--- config.mk ---
export PLATFORM = sky130hd
export DESIGN_NAME = mips_ctrl_decode_ex
export DESIGN_NICKNAME = d
export VERILOG_FILES = /design/src/rtl/mips_pkg.sv /design/src/rtl/mips_main_dec.sv /design/src/rtl/mips_ctrl_decode_ex.sv
export SDC_FILE = /design/constraint.sdc
export NUM_CORES = 1
export LEC_CHECK = 0
export CAP_MARGIN = 20
export CORE_MARGIN = 5
export CORE_UTILIZATION = 30
export DETAILED_ROUTE_END_ITERATION = 10
export PLACE_DENSITY = 0.69
export SLEW_MARGIN = 20
export SYNTH_ARGS = -nofsm -noshare
export SYNTH_HDL_FRONTEND = slang
export SYNTH_SLANG_ARGS = --single-unit
--- constraint.sdc ---
create_clock -name CLK -period 1.7 [get_ports CLK]
set_input_delay 0.425 -clock CLK [delete_from_list [all_inputs] [get_ports CLK]]
set_output_delay 0.425 -clock CLK [all_outputs]
set_load 0.03 [all_outputs]
--- src/rtl/mips_pkg.sv ---
// Shared MIPS constants: ALU operation codes, opcodes, funct codes and the
// EX-stage control word carried through the ID/EX register.
package mips_pkg;

    // ALUControl encodings (011 and 111 are unused)
    localparam logic [2:0] ALU_AND = 3'b000;
    localparam logic [2:0] ALU_OR  = 3'b001;
    localparam logic [2:0] ALU_ADD = 3'b010;
    localparam logic [2:0] ALU_SUB = 3'b100;
    localparam logic [2:0] ALU_MUL = 3'b101;
    localparam logic [2:0] ALU_SLT = 3'b110;

    // Opcodes, instruction [31:26]
    localparam logic [5:0] OP_RTYPE    = 6'b000000;
    localparam logic [5:0] OP_SPECIAL2 = 6'b011100;
    localparam logic [5:0] OP_LW       = 6'b100011;
    localparam logic [5:0] OP_SW       = 6'b101011;
    localparam logic [5:0] OP_ADDI     = 6'b001000;
    localparam logic [5:0] OP_BEQ      = 6'b000100;
    localparam logic [5:0] OP_J        = 6'b000010;

    // Funct codes, instruction [5:0]
    localparam logic [5:0] FN_ADD = 6'b100000;
    localparam logic [5:0] FN_SUB = 6'b100010;
    localparam logic [5:0] FN_AND = 6'b100100;
    localparam logic [5:0] FN_OR  = 6'b100101;
    localparam logic [5:0] FN_SLT = 6'b101010;
    localparam logic [5:0] FN_MUL = 6'b000010;

    // Control word consumed by EX/MEM/WB
    typedef struct packed {
        logic       reg_write;
        logic       mem_to_reg;
        logic       mem_write;
        logic       alu_src;
        logic       reg_dst;
        logic [2:0] alu_control;
        logic       illegal;
    } ctrl_t;

    // Bubble: no side effects, ALUControl 000
    localparam ctrl_t CTRL_BUBBLE = '0;

endpackage

--- src/rtl/mips_main_dec.sv ---
// Combinational table decode of opcode/funct into the EX control word,
// plus the D-stage branch/jump flags and a MUL marker for the hold logic.
module mips_main_dec
    import mips_pkg::*;
(
    input  logic [5:0] op,
    input  logic [5:0] funct,
    output ctrl_t      ctrl,
    output logic       branch,
    output logic       jump,
    output logic       is_mul
);

    // Table decode; anything not listed falls through to the illegal word
    always_comb begin
        ctrl             = CTRL_BUBBLE;
        ctrl.alu_control = ALU_ADD;
        branch           = 1'b0;
        jump             = 1'b0;
        is_mul           = 1'b0;
        case (op)
            OP_RTYPE: begin
                ctrl.reg_write = 1'b1;
                ctrl.reg_dst   = 1'b1;
                case (funct)
                    FN_ADD:  ctrl.alu_control = ALU_ADD;
                    FN_SUB:  ctrl.alu_control = ALU_SUB;
                    FN_AND:  ctrl.alu_control = ALU_AND;
                    FN_OR:   ctrl.alu_control = ALU_OR;
                    FN_SLT:  ctrl.alu_control = ALU_SLT;
                    default: begin
                        ctrl             = CTRL_BUBBLE;
                        ctrl.alu_control = ALU_ADD;
                        ctrl.illegal     = 1'b1;
                    end
                endcase
            end
            OP_SPECIAL2: begin
                if (funct == FN_MUL) begin
                    ctrl.reg_write   = 1'b1;
                    ctrl.reg_dst     = 1'b1;
                    ctrl.alu_control = ALU_MUL;
                    is_mul           = 1'b1;
                end else begin
                    ctrl.illegal = 1'b1;
                end
            end
            OP_LW: begin
                ctrl.reg_write  = 1'b1;
                ctrl.mem_to_reg = 1'b1;
                ctrl.alu_src    = 1'b1;
            end
            OP_SW: begin
                ctrl.mem_write = 1'b1;
                ctrl.alu_src   = 1'b1;
            end
            OP_ADDI: begin
                ctrl.reg_write = 1'b1;
                ctrl.alu_src   = 1'b1;
            end
            OP_BEQ: begin
                ctrl.alu_control = ALU_SUB;
                branch           = 1'b1;
            end
            OP_J: begin
                jump = 1'b1;
            end
            default: ctrl.illegal = 1'b1;
        endcase
    end

endmodule

--- src/rtl/mips_ctrl_decode_ex.sv ---
// Decode-stage control unit with the ID/EX control register and the
// multi-cycle MUL interlock (holds EX, stalls F/D while the counter runs).
module mips_ctrl_decode_ex
    import mips_pkg::*;
#(
    parameter int MUL_EXTRA = 2
) (
    input  logic       CLK,
    input  logic       RST,
    input  logic [5:0] OpD,
    input  logic [5:0] FunctD,
    input  logic       FlushE,
    output logic       RegWriteE,
    output logic       MemtoRegE,
    output logic       MemWriteE,
    output logic       ALUSrcE,
    output logic       RegDstE,
    output logic [2:0] ALUControlE,
    output logic       IllegalE,
    output logic       BranchD,
    output logic       JumpD,
    output logic       MulStallD
);

    localparam int CNT_W = (MUL_EXTRA > 0) ? $clog2(MUL_EXTRA + 1) : 1;

    ctrl_t            dec_d;
    ctrl_t            ex_q;
    logic             is_mul_d;
    logic [CNT_W-1:0] cnt;

    mips_main_dec u_dec (
        .op     (OpD),
        .funct  (FunctD),
        .ctrl   (dec_d),
        .branch (BranchD),
        .jump   (JumpD),
        .is_mul (is_mul_d)
    );

    generate
        if (MUL_EXTRA > 0) begin : g_hold
            // Hold counter: armed when a MUL enters EX, counts down while held
            always_ff @(posedge CLK or negedge RST) begin
                if (!RST)
                    cnt <= '0;
                else if (cnt != '0)
                    cnt <= cnt - CNT_W'(1);
                else if (!FlushE && is_mul_d)
                    cnt <= CNT_W'(MUL_EXTRA);
            end
        end else begin : g_no_hold
            assign cnt = '0;
        end
    endgenerate

    // Stall depends only on the counter, never on the D-stage inputs
    assign MulStallD = (cnt != '0);

    // ID/EX register: hold beats flush, flush beats a fresh decode
    always_ff @(posedge CLK or negedge RST) begin
        if (!RST)
            ex_q <= CTRL_BUBBLE;
        else if (cnt != '0)
            ex_q <= ex_q;
        else if (FlushE)
            ex_q <= CTRL_BUBBLE;
        else
            ex_q <= dec_d;
    end

    assign RegWriteE   = ex_q.reg_write;
    assign MemtoRegE   = ex_q.mem_to_reg;
    assign MemWriteE   = ex_q.mem_write;
    assign ALUSrcE     = ex_q.alu_src;
    assign RegDstE     = ex_q.reg_dst;
    assign ALUControlE = ex_q.alu_control;
    assign IllegalE    = ex_q.illegal;

endmodule

* Word-level counts from Yosys, hierarchy flattened
Cells that the tools add are included.
** Storage, ports and cells
- Register bits after elaboration :: 11
- Bits in latches :: 0
- Memory bits (writable) :: 0
- ROM bits :: 0
- Input bits :: 15
- Output and inout port bits :: 12
- Logic and storage cells :: 49
- Memories :: 0
** Cells by class
- Add/sub/neg operators :: 1
- $mul :: 0
- Div/mod/pow operators :: 0
- $lt $le $gt $ge :: 0
- Equality and inequality tests :: 12
- Shifts and indexed selects :: 0
- Muxes and demuxes :: 19
- Bitwise operators :: 0
- Reduce and logical (&&, ||, !) cells :: 9
** Operators by type and width (count)
- 6-bit == test, second input constant :: 7
- 6-bit by 2-bit == test with 1-bit output, second input constant :: 2
- 3-bit case mux with 4 select lines :: 1
- 5-bit OR reduction :: 2
- 9-bit 2-to-1 mux :: 1
- 3-bit case mux with 3 select lines :: 1
- 1-bit case mux with 2 select lines :: 4
- 6-bit by 3-bit == test with 1-bit output, second input constant :: 1
- 6-bit by 4-bit == test with 1-bit output, second input constant :: 1
- 6-bit by 5-bit == test with 1-bit output, second input constant :: 1
- 6-bit logical NOT :: 1
- 1-bit 2-to-1 mux :: 6
- 1-bit case mux with 3 select lines :: 2
- 5-bit 2-to-1 mux :: 1
- 2-bit 2-to-1 mux :: 2
- 4-bit 2-to-1 mux :: 1
- 2-bit nonzero test :: 2
- 3-bit OR reduction :: 1
- 2-bit OR reduction :: 1
- 2-bit by 1-bit subtractor with 2-bit output, second input constant :: 1
- 1-bit logical AND :: 1
- 1-bit logical NOT :: 1

* Depth between registers and ports, before layout
Gate-level depths: netlist (run 1).
- Depth in word-level cells :: 6
- Gate-level depth with buffers :: 7

* Cells and area by module
A second synthesis (run 1) with hierarchy kept.
** Second synthesis, totals
- Cells, all modules :: 96
- Area total of the unflattened synthesis :: 824.5 um^2
** Modules (own cells, without submodules)
- mips_ctrl_decode_ex :: instances 1, cells each 48, area an instance 501.7 um^2
- mips_main_dec :: instances 1, cells each 48, area an instance 322.8 um^2

* Worst setup path after synthesis (run 1)
Ideal clock, no wire load.
- Path kind :: input-to-output
- Start :: in OpD[2]
- End :: out JumpD
- Arrival :: 1.909 ns
- Slack :: -0.634 ns
- Cell stages on the path :: 3
- Path buffers :: 1
- Cell sequence :: clkbuf_1 > or4b_2 > nor3_1
** Between the ends
- Longest elaborated chain between the ends :: 2
** RTL lines
- from (decl) :: RTL line mips_ctrl_decode_ex.sv:10 : input logic [5:0] OpD,
- 6-bit by 2-bit == test with 1-bit output :: RTL line mips_main_dec.sv:21 : case (op)
- 1-bit 2-to-1 mux :: RTL line mips_main_dec.sv:21
- to (decl) :: RTL line mips_ctrl_decode_ex.sv:21 : output logic JumpD,
No other way between the ends.

* Worst setup path after layout (run 1)
- Start :: in OpD[4]
- End :: out BranchD
** Between the ends
- Longest elaborated chain between the ends :: 2
** RTL lines
- 6-bit by 3-bit == test with 1-bit output :: RTL line mips_main_dec.sv:21
- 1-bit 2-to-1 mux :: RTL line mips_main_dec.sv:21
- to (decl) :: RTL line mips_ctrl_decode_ex.sv:20 : output logic BranchD,
No other way between the ends.

==> key figures, run 1 <==
Detailed routing
  • Via density: ~5.0
  • DR pass1 iterations: 4
  • Routed Antenna Nets: 0
  • Final wirelength: ~2200 um
  • DR vias: just over 800
  • DRT iter0 DRCs: 9
  • Metal-1 WL: 957 um
  • DRC: 0
  • Met3 wire len: 95 um
  • DR WL/cell: ~13 um
  • Highest routed layer: met4
  • Met2 wire length: 1152 um

Global route
  • Vias in the first global route: 884
  • Remaining Overflow, GRT: 0
  • Largest net degree at the start of global routing: 12
  • Gr usage total: 0.1359
  • First-pass GRT wire length: approximately 3700 um
  • Initial antenna violation count: 0

Synthesis
  • Post-synth top area cell: dfrtp_1
  • Mapped Area: between 700 and 800 um2
  • Post-synth EDFFs: 0
  • Synth Instances: 79
  • Sequential share of the synthesized area: 0.3741
  • Synth cell count leaders: 11 x dfrtp_1, 5 x inv_1, 5 x nor3_1, 5 x o2bb2ai_1, 4 x nand2_1
  • FFs w/ async S/R, synth: 1.000
  • Mapped Nets: 96
  • Count leader, synth: dfrtp_1
  • FF+latch count, synth: 11
  • Syn. warnings: 0
  • Yosys top cell area share: 0.3741
  • Area contributors post-synth: dfrtp_1 37%, o2bb2ai_1 6.0%, ha_1 3.4%
  • Ys flop type: dfrtp_1
  • Post-synthesis cell type count: 38
  • Syn Area/Cell: around 9.3 um2

STA
  • Slew Limit Fails: 0
  • Slew Limit Headroom: 0.6830
  • TNS Setup: -0.3349 ns
  • Hold Vio Cnt, Final: 0
  • FMAX: approximately 0.52 GHz
  • RSZ-0062 raised after global routing: yes
  • Clock period minus final worst setup slack: between 1.5 and 2 ns
  • Final setup viols: 3
  • Fin crit share: 1.136
  • Worst-margin pin slew: between 0.4 and 0.5 ns
  • Fin worst setup slack: -0.2311 ns
  • Skew final: between 0.0015 and 0.002 ns

Die
  • Core outline area: 2410 um2
  • Die area: between 3000 and 4000 um2
  • Die Y: roughly 60 um
  • I/O Pins: 27
  • Initial core utilization: 0.3053
  • Die W: approximately 60 um
  • Num rows: 18

CTS
  • Clock root buffer master: clkbuf_4
  • CTS tree: done
  • Number of hold buffers added after cts: 0
  • Clock slew at reported path FFs: about 0.07 ns
  • CTS sink count: 11
  • CTS max path bufs: 2
  • Worst skew pair latency: roughly 0.27 ns
  • Htree depth: 1
  • CTS Buf Count: 3

Run status
  • Failing checks: negative setup slack
  • Status: finished with violations

Setup path
  • Type of origin of the critical path: primary input
  • CP arrival: between 1.5 and 2 ns
  • Critical Path End Type: output port
  • Setup CP Type: primary input to output port
  • Required time worst endpoint: 1.27 ns
  • CP max FO: 2

Pwr
  • Power Dens Cells: between 800 and 900 nW/um2
  • P_leak: ~0.63 nW
  • Worst-case vdd ir drop: between 700 and 800 uV

Cells and area
  • Ant. Diodes: 0
  • Nets@finish: around 150
  • Area Overhead vs Synth: 79.08%
  • Layout cells sized above 1: 0.3971
  • Post-route design area: around 1300 um2
  • Layout fillers: 240

Place
  • Dpl cell area: 1255 um2
  • Routability cong.: between 0.7 and 0.8
  • IO buf count: 26
  • DPL Wire Length: 1815 um

Flow run
  • Max cap viols: 0

Hold path
  • Worst min path class: primary input to async pin
==> cells by family (layout without fill, tap and decap cells) <==
family,Yosys count,in the layout,share of synthesized area
buffers and inverters,9,66,0.04592
adders and majority gates,2,2,0.03401
AOI/OAI and AO/OA,21,21,0.2143
and+or+nand+nor,33,33,0.2891
muxes,3,3,0.04252
DFF,11,11,0.3741
==> state kept, by name, summed over array words and instances (netlist names) <==
register and count:
IllegalE 1, ALUSrcE 1, MemtoRegE 1, ALUControlE 3, MemWriteE 1, RegWriteE 1, RegDstE 1, cnt 2
==> where the power goes <==
group          switching, W  leakage (nW)  internal [W]
clock network     0.0000865        0.0150     0.0000909
logic              0.000307         0.467      0.000273
registers         0.0000304         0.146      0.000316
total              0.000424         0.628      0.000680
==> layout make-up <==
| cell class | count | area (um2) | area share |
|---|---|---|---|
| Timing Repair Buffer | 56 | 462.9 | 0.3514 |
| Inverter | 6 | 22.52 | 0.01709 |
| Multi-Input combinational cell | 59 | 493.0 | 0.3742 |
| Sequential cell | 11 | 275.3 | 0.2089 |
| Clock buffer | 4 | 26.28 | 0.01994 |
| Tap cell | 30 | 37.54 | 0.02849 |
==> critical path, stage by stage <==
cell and delay (ns):
buf_6 0.09, or4_4 0.52, or2_4 0.26, nor2_4 0.08, buf_6 0.13
==> worst paths after layout <==
kind	from	to	slack [ns]	cells past startpoint
max	OpD[4]	BranchD	-0.23	5
min	RST	IllegalE$_DFFE_PN0N_	0.48	1
max reg2reg	cnt[0]$_DFFE_PN0P_	RegWriteE$_DFFE_PN0N_	0.23	5
min reg2reg	MemtoRegE$_DFFE_PN0N_	MemtoRegE$_DFFE_PN0N_	0.48	2
max in group asynchronous	RST	ALUControlE[2]$_DFFE_PN0N_	0.90	1
min in group CLK	MemtoRegE$_DFFE_PN0N_	MemtoRegE$_DFFE_PN0N_	0.48	2
==> through the flow <==
stage / cells / utilization / worst slack [ns] / power (W) / hold WS, ns
after floorplan: 79 / - / -0.1814 / 0.0006316 / 0.1294
after global placement: 161 / 0.5208 / -0.5807 / 0.0008745 / 0.4693
after detailed placement: 161 / 0.5208 / -0.6036 / 0.0008952 / 0.4758
after CTS: 166 / 0.5415 / -0.2792 / 0.001082 / 0.4878
after global routing: 166 / 0.5467 / -0.2486 / 0.001182 / 0.5116
final: 166 / 0.5467 / -0.2311 / 0.001104 / 0.4774
==> layer usage <==
layer | global-route usage | vias to the layer above
met3 | 0.02179 | 4
met4 | 0.05696 | 0
met2 | 0.2356 | 16
met1 | 0.1653 | 393
met5 | 0 | -
li1 | - | 417
==> layout by cell type (no fill, tap or decap), drive strengths merged, types with 3 or more instances in the layout <==
| cell | count |
|---|---|
| nand2 | 4 |
| o2bb2ai | 5 |
| dlygate4sd2 | 11 |
| nand3 | 3 |
| dfrtp | 11 |
| buf | 39 |
| o21ai | 3 |
| inv | 5 |
| nor3 | 6 |
| nand2b | 3 |
| clkdlybuf4s50 | 5 |
| clkbuf | 4 |
==> what timing repair did <==
action,in CTS,in global routing
resized for setup,47,2
pin swaps,8,6
setup endpoints to repair,20,10
setup buffers,1,0
No activity file was read; power rests on OpenSTA's default activity.
==> run 2, diff against run 1 <==
CORE_UTILIZATION = 39   (was 30)
PLACE_DENSITY = 0.83   (was 0.69)
==> run 2 against run 1 <==
Against the previous run:
- utilization grew 19 points
- the run still ends with negative setup slack left
- final cell count decreased by 4.8%
- sequential power about the same
- clock-buffer cell count unchanged
==> key figures, run 2 (synthesized netlist as in run 1, its figures left out) <==
STA
  • Final setup viols: 2
  • Fin crit share: 1.140
  • TNS Setup: -0.3060 ns
  • FMAX: slightly above 0.5 GHz
  • Slew Limit Headroom: 0.6795
  • Worst-margin pin slew: ~0.48 ns
  • RSZ-0062 raised after global routing: yes
  • Hold Vio Cnt, Final: 0
  • Skew final: ~0.008 ns
  • Clock period minus final worst setup slack: 1.939 ns
  • Fin worst setup slack: -0.2385 ns
  • Slew Limit Fails: 0

Cells and area
  • Register Area: between 200 and 300 um2
  • Commonest non-fill, non-tap cells in the layout: 28 x buf_4, 11 x dfrtp_1, 9 x dlygate4sd2_1
  • Layout cells sized above 1: 0.3835
  • Nets@finish: about 150
  • Ant. Diodes: 0
  • Layout fillers: between 100 and 150
  • Commonest non-fill, non-tap cell in the layout: buf_4
  • Area Overhead vs Synth: 75.85%
  • Post-route design area: around 1300 um2
  • Multi-input logic area: around 500 um2
  • Number of flip-flops in the largest register: 3
  • Final Util: 0.7333

Die
  • I/O Pins: 27
  • Die W: 53.43 um
  • Initial core utilization: 0.4170
  • Die Y: between 50 and 60 um
  • Core outline area: roughly 1800 um2
  • Num rows: 15
  • Die area: ~2900 um2

Setup path
  • Type of origin of the critical path: primary input
  • Critical Path End Type: output port
  • CP max FO: 2
  • Setup CP Type: primary input to output port
  • CP arrival: approximately 1.5 ns
  • Required time worst endpoint: between 1 and 1.5 ns

Global route
  • Vias in the first global route: about 860
  • First-pass GRT wire length: 3636 um
  • Largest net degree at the start of global routing: 12
  • Initial antenna violation count: 0
  • Gr usage total: 0.1756
  • Remaining Overflow, GRT: 0

CTS
  • Htree depth: 1
  • Number of hold buffers added after cts: 0
  • CTS sink count: 11
  • Worst skew pair latency: 0.27 ns
  • Clock root buffer master: clkbuf_4
  • CTS max path bufs: 2
  • CTS Buf Count: 3
  • CTS tree: done
  • Clock slew at reported path FFs: ~0.070 ns

Place
  • Routability cong.: about 0.84
  • Dpl ws: -0.6011 ns
  • DPL Wire Length: ~1800 um
  • IO buf count: 26
  • Dpl cell area: roughly 1200 um2

Flow run
  • Max cap viols: 0

Pwr
  • P_leak: ~0.65 nW
  • Worst-case vdd ir drop: a little over 900 uV
  • Power Dens Cells: about 850 nW/um2
  • Total power: 0.001094 W

Detailed routing
  • Routed Antenna Nets: 0
  • DR WL/cell: 14.47 um
  • DR vias: 850
  • DR pass1 iterations: 4
  • DRC: 0
  • Via density: approximately 5.4
  • DRT iter0 DRCs: 11
  • Final wirelength: about 2300 um

Hold path
  • Worst min path class: primary input to async pin

Run status
  • Failing checks: negative setup slack
  • Status: finished with violations
==> run 2: cell type report <==
class | instances | area share
clock buffers | 4 | 0.02031
inverters | 6 | 0.01741
multi-input cells | 59 | 0.3752
flip-flops and latches | 11 | 0.2128
well taps | 25 | 0.02418
repair buffers | 53 | 0.3501
==> run 2: metrics by stage <==
stage | hold slack [ns] | instances
finish | 0.4804 | 158
global route | 0.5037 | 158
global placement | 0.4766 | 152
detailed placement | 0.4727 | 152
floorplan | 0.1294 | 79
CTS | 0.4854 | 156
==> run 2: worst paths after layout <==
path                       slack, ns                    endpoint                        from  depth (start not counted)
max                            -0.24                     BranchD                      OpD[4]                          5
min                             0.48          cnt[0]$_DFFE_PN0P_                         RST                          1
max reg2reg                     0.26       RegWriteE$_DFFE_PN0N_          cnt[0]$_DFFE_PN0P_                          5
min reg2reg                     0.48  ALUControlE[1]$_DFFE_PN0N_  ALUControlE[1]$_DFFE_PN0N_                          1
max in group asynchronous       0.89       MemtoRegE$_DFFE_PN0N_                         RST                          1
min in group CLK                0.48  ALUControlE[1]$_DFFE_PN0N_  ALUControlE[1]$_DFFE_PN0N_                          1
==> run 2: worst max-delay path, cell delays in order <==
cell,delay [ns]
buf_6,0.09
or4_4,0.52
or2_4,0.26
nor2_4,0.08
buf_6,0.13
==> run 2: power breakdown <==
| part | internal (W) | leakage [nW] | switching (W) |
|---|---|---|---|
| combinational | 0.000271 | 0.485 | 0.000307 |
| sequential | 0.000316 | 0.146 | 0.0000281 |
| clock | 0.0000906 | 0.0150 | 0.0000806 |
==> run 2: what timing repair did <==
| action | in CTS | in global routing |
|---|---|---|
| setup buffers | 0 | 2 |
| pin swaps | 5 | 7 |
| resized for setup | 43 | 8 |
| endpoints found under the setup margin | 21 | 6 |
| cloned | 0 | 0 |
==> run 2: metal layers <==
layer / up-vias / global-route usage / part of all wire
met1: 402 / 0.2031 / 0.41
met2: 25 / 0.3000 / 0.52
met4: 0 / 0.08085 / 0.023
met5: - / 0 / 0
met3: 8 / 0.04225 / 0.055
li1: 415 / - / -
==> run 3, diff against run 2 <==
CORE_UTILIZATION = 40   (was 39)
CTS_BUF_LIST = sky130_fd_sc_hd__clkbuf_8   (was unset)
SYNTH_HIERARCHICAL = 1   (was unset)
==> run 3 against run 2 <==
Against the previous run:
- the flow still finishes with violations (negative setup slack)
- sequential power is 1% higher
- largest power group unchanged
- maximum frequency rose by 2.9%
- combinational power increased by 2%
- highest routed layer unchanged
- non-clock buffer count grew 4
- sequential share of layout area shrank 2.5 points
- utilization up 1.3 points
- critical endpoint is now cnt[0]$_DFFE_PN0P_
- critical path depth up 2
==> key figures, run 3 <==
Run status
  • Status: finished with violations
  • Failing checks: negative setup slack

Cells and area
  • Nets@finish: 170
  • Area Overhead vs Synth: 77.54%
  • Ant. Diodes: 0
  • Commonest non-fill, non-tap cells in the layout: 25 x buf_4, 14 x buf_6, 13 x inv_1, 11 x dfrtp_1, 10 x nand3b_1
  • Layout cells sized above 1: 0.4342
  • Commonest non-fill, non-tap cell in the layout: buf_4
  • Number of flip-flops in the largest register: 3

Global route
  • Remaining Overflow, GRT: 0
  • First-pass GRT wire length: ~3800 um
  • Largest net degree at the start of global routing: 18
  • Initial antenna violation count: 0
  • Gr usage total: 0.1547
  • Vias in the first global route: 909

CTS
  • CTS Buf Count: 3
  • Worst skew pair latency: 0.24 ns
  • Htree depth: 1
  • CTS tree: done
  • Clock slew at reported path FFs: 0.05 ns
  • Clock root buffer master: clkbuf_8
  • CTS sink count: 11
  • CTS max path bufs: 2

Synthesis
  • Syn. warnings: 6
  • FF+latch count, synth: 11
  • Post-synthesis cell type count: 37
  • Syn Area/Cell: roughly 8.6 um2
  • Area contributors post-synth: dfrtp_1 33%, nand3b_1 9.1%, inv_1 6.4%
  • Synth Instances: 96
  • Synth cell count leaders: 14 x inv_1, 11 x dfrtp_1, 10 x nand3b_1
  • Post-synth EDFFs: 0
  • Post-synth top area cell: dfrtp_1
  • FFs w/ async S/R, synth: 1.000
  • Yosys top cell area share: 0.3338
  • Ys flop type: dfrtp_1
  • Mapped Area: 824.5 um2
  • Count leader, synth: inv_1
  • Sequential share of the synthesized area: 0.3338
  • Mapped Nets: 113

STA
  • Slew Limit Headroom: 0.6914
  • TNS Setup: -1.051 ns
  • Final setup viols: 8
  • Fin worst setup slack: -0.1832 ns
  • Clock period minus final worst setup slack: 1.883 ns
  • Slew Limit Fails: 0
  • Skew final: about 0.00064 ns
  • Hold Vio Cnt, Final: 0
  • RSZ-0062 raised after global routing: yes
  • Fin crit share: 1.108
  • FMAX: about 0.53 GHz
  • Worst-margin pin slew: 0.4614 ns

Setup path
  • Crit path largest cell delay: roughly 0.57 ns
  • CP arrival: between 2 and 2.5 ns
  • Cells along the critical path: buf_6 > or3_4 > or4b_4 > clkinv_4 > inv_2 > o21ai_2 > mux2_4
  • Setup CP Type: primary input to register
  • Required time worst endpoint: about 1.8 ns
  • Worst path slowest cell: or4b_4
  • Reg2reg start: cnt[1]$_DFFE_PN0P_
  • Critical Path End Type: register
  • Type of origin of the critical path: primary input
  • Worst path top cell family by delay: simple AND/OR/NAND/NOR gates
  • Worst setup path start: FunctD[5]
  • CP bufs+invs: 3
  • CP max FO: 2

Pwr
  • Int Power: 0.0007447 W
  • Total power: roughly 0.0012 W
  • Comb pwr share: 0.494
  • Switching share of power: 0.3757
  • Power Dens Cells: 814.8 nW/um2
  • P_leak: approximately 0.76 nW
  • Worst-case vdd ir drop: just over 800 uV
  • Register share of total power: 0.292
  • Clock power share: 0.214
  • Sw Pwr: approximately 0.00045 W

Detailed routing
  • DR vias: between 900 and 1000
  • DRT iter0 DRCs: 21
  • Via density: 5.318
  • DR WL/cell: between 10 and 15 um
  • Routed Antenna Nets: 0
  • DRC: 0
  • Final wirelength: about 2700 um
  • DR pass1 iterations: 4

Place
  • IO buf count: 26
  • Routability cong.: a little over 0.8
  • DPL Wire Length: between 1500 and 2000 um

Die
  • Core outline area: around 2000 um2
  • Die W: 55.40 um
  • Num rows: 16
  • Initial core utilization: 0.4203
  • I/O Pins: 27
  • Die Y: ~55 um
  • Die area: ~3100 um2

Flow run
  • Max cap viols: 0

Hold path
  • Worst min path class: primary input to async pin
run 3: cell types whose count changed in the layout (fill, tap and decap cells not counted), moves of 3 or more:
cell / change
o2bb2ai_1: -5
o21ai_1: +3
clkbuf_8: +3
clkbuf_4: -3
nand3b_1: +10
buf_6: +9
inv_1: +9
o21ai_0: +3
buf_4: -3
dlygate4sd2_1: -6
run 3: worst paths after layout:
| path | end | slack, ns | cells past startpoint |
|---|---|---|---|
| max | cnt[0]$_DFFE_PN0P_ | -0.18 | 7 |
| min reg2reg | ALUControlE[1]$_DFFE_PN0N_ | 0.51 | 1 |
| min | RegWriteE$_DFFE_PN0N_ | 0.51 | 1 |
| max in group asynchronous | ALUControlE[1]$_DFFE_PN0N_ | 0.88 | 1 |
| min in group CLK | ALUControlE[1]$_DFFE_PN0N_ | 0.51 | 1 |
| max reg2reg | cnt[0]$_DFFE_PN0P_ | 0.31 | 5 |
run 3: layer usage:
metal | up-vias | GRT usage | wire length, um
met4 | 0 | 0.1389 | 97
met1 | 446 | 0.1565 | 1097
met5 | - | 0 | 0
met3 | 9 | 0.03263 | 121
li1 | 460 | - | -
met2 | 37 | 0.2635 | 1339
run 3: cells by family (layout without fill, tap and decap cells):
logic type               count (synthesis)  in the layout  synth area share
buffers and inverters                   20             76           0.09711
AO/OA/AOI/OAI                           22             22            0.1851
flip-flops                              11             11            0.3338
AND/OR/NAND/NOR                         38             38            0.3111
multiplexers                             3              3           0.04248
adder cells (fa/ha/maj)                  2              2           0.03034
run 3: repair_timing:
| item | CTS | global route |
|---|---|---|
| setup buffers | 4 | 9 |
| endpoints found under the setup margin | 13 | 15 |
| pin swaps | 13 | 11 |
| hold buffers | 0 | 0 |
| gates resized for setup | 53 | 28 |
run 3: cell type report:
class	instances	area (um2)
clock inverter	1	3.754
sequential	11	275.3
fill	150	498.0
clock buffer	3	41.29
tap	27	33.78
timing repair buffer	57	509.2
inverter	15	61.31
multi-input combinational	65	539.3
run 3: stage by stage:
| stage | util | hold slack [ns] | cells | setup WS, ns | cell area [um2] |
|---|---|---|---|---|---|
| after floorplan | - | 0.1294 | 96 | -0.4290 | 837.1 |
| after global placement | 0.6333 | 0.4980 | 164 | -0.7796 | 1242 |
| after detailed placement | 0.6333 | 0.4983 | 164 | -0.8501 | 1242 |
| after CTS | 0.6760 | 0.5140 | 171 | -0.2064 | 1326 |
| after global routing | 0.7462 | 0.5365 | 179 | -0.2346 | 1464 |
| final | 0.7462 | 0.5059 | 179 | -0.1832 | 1464 |
run 3: power groups by stage:
stage	logic, W	registers, W	clock network (W)
3_3_place_gp	0.000526	0.000347	0
5_1_grt	0.000631	0.000353	0.000274
2_1_floorplan	0.000275	0.000402	0
6_report	0.000589	0.000348	0.000256
4_1_cts	0.000552	0.000350	0.000262
3_5_place_dp	0.000554	0.000352	0
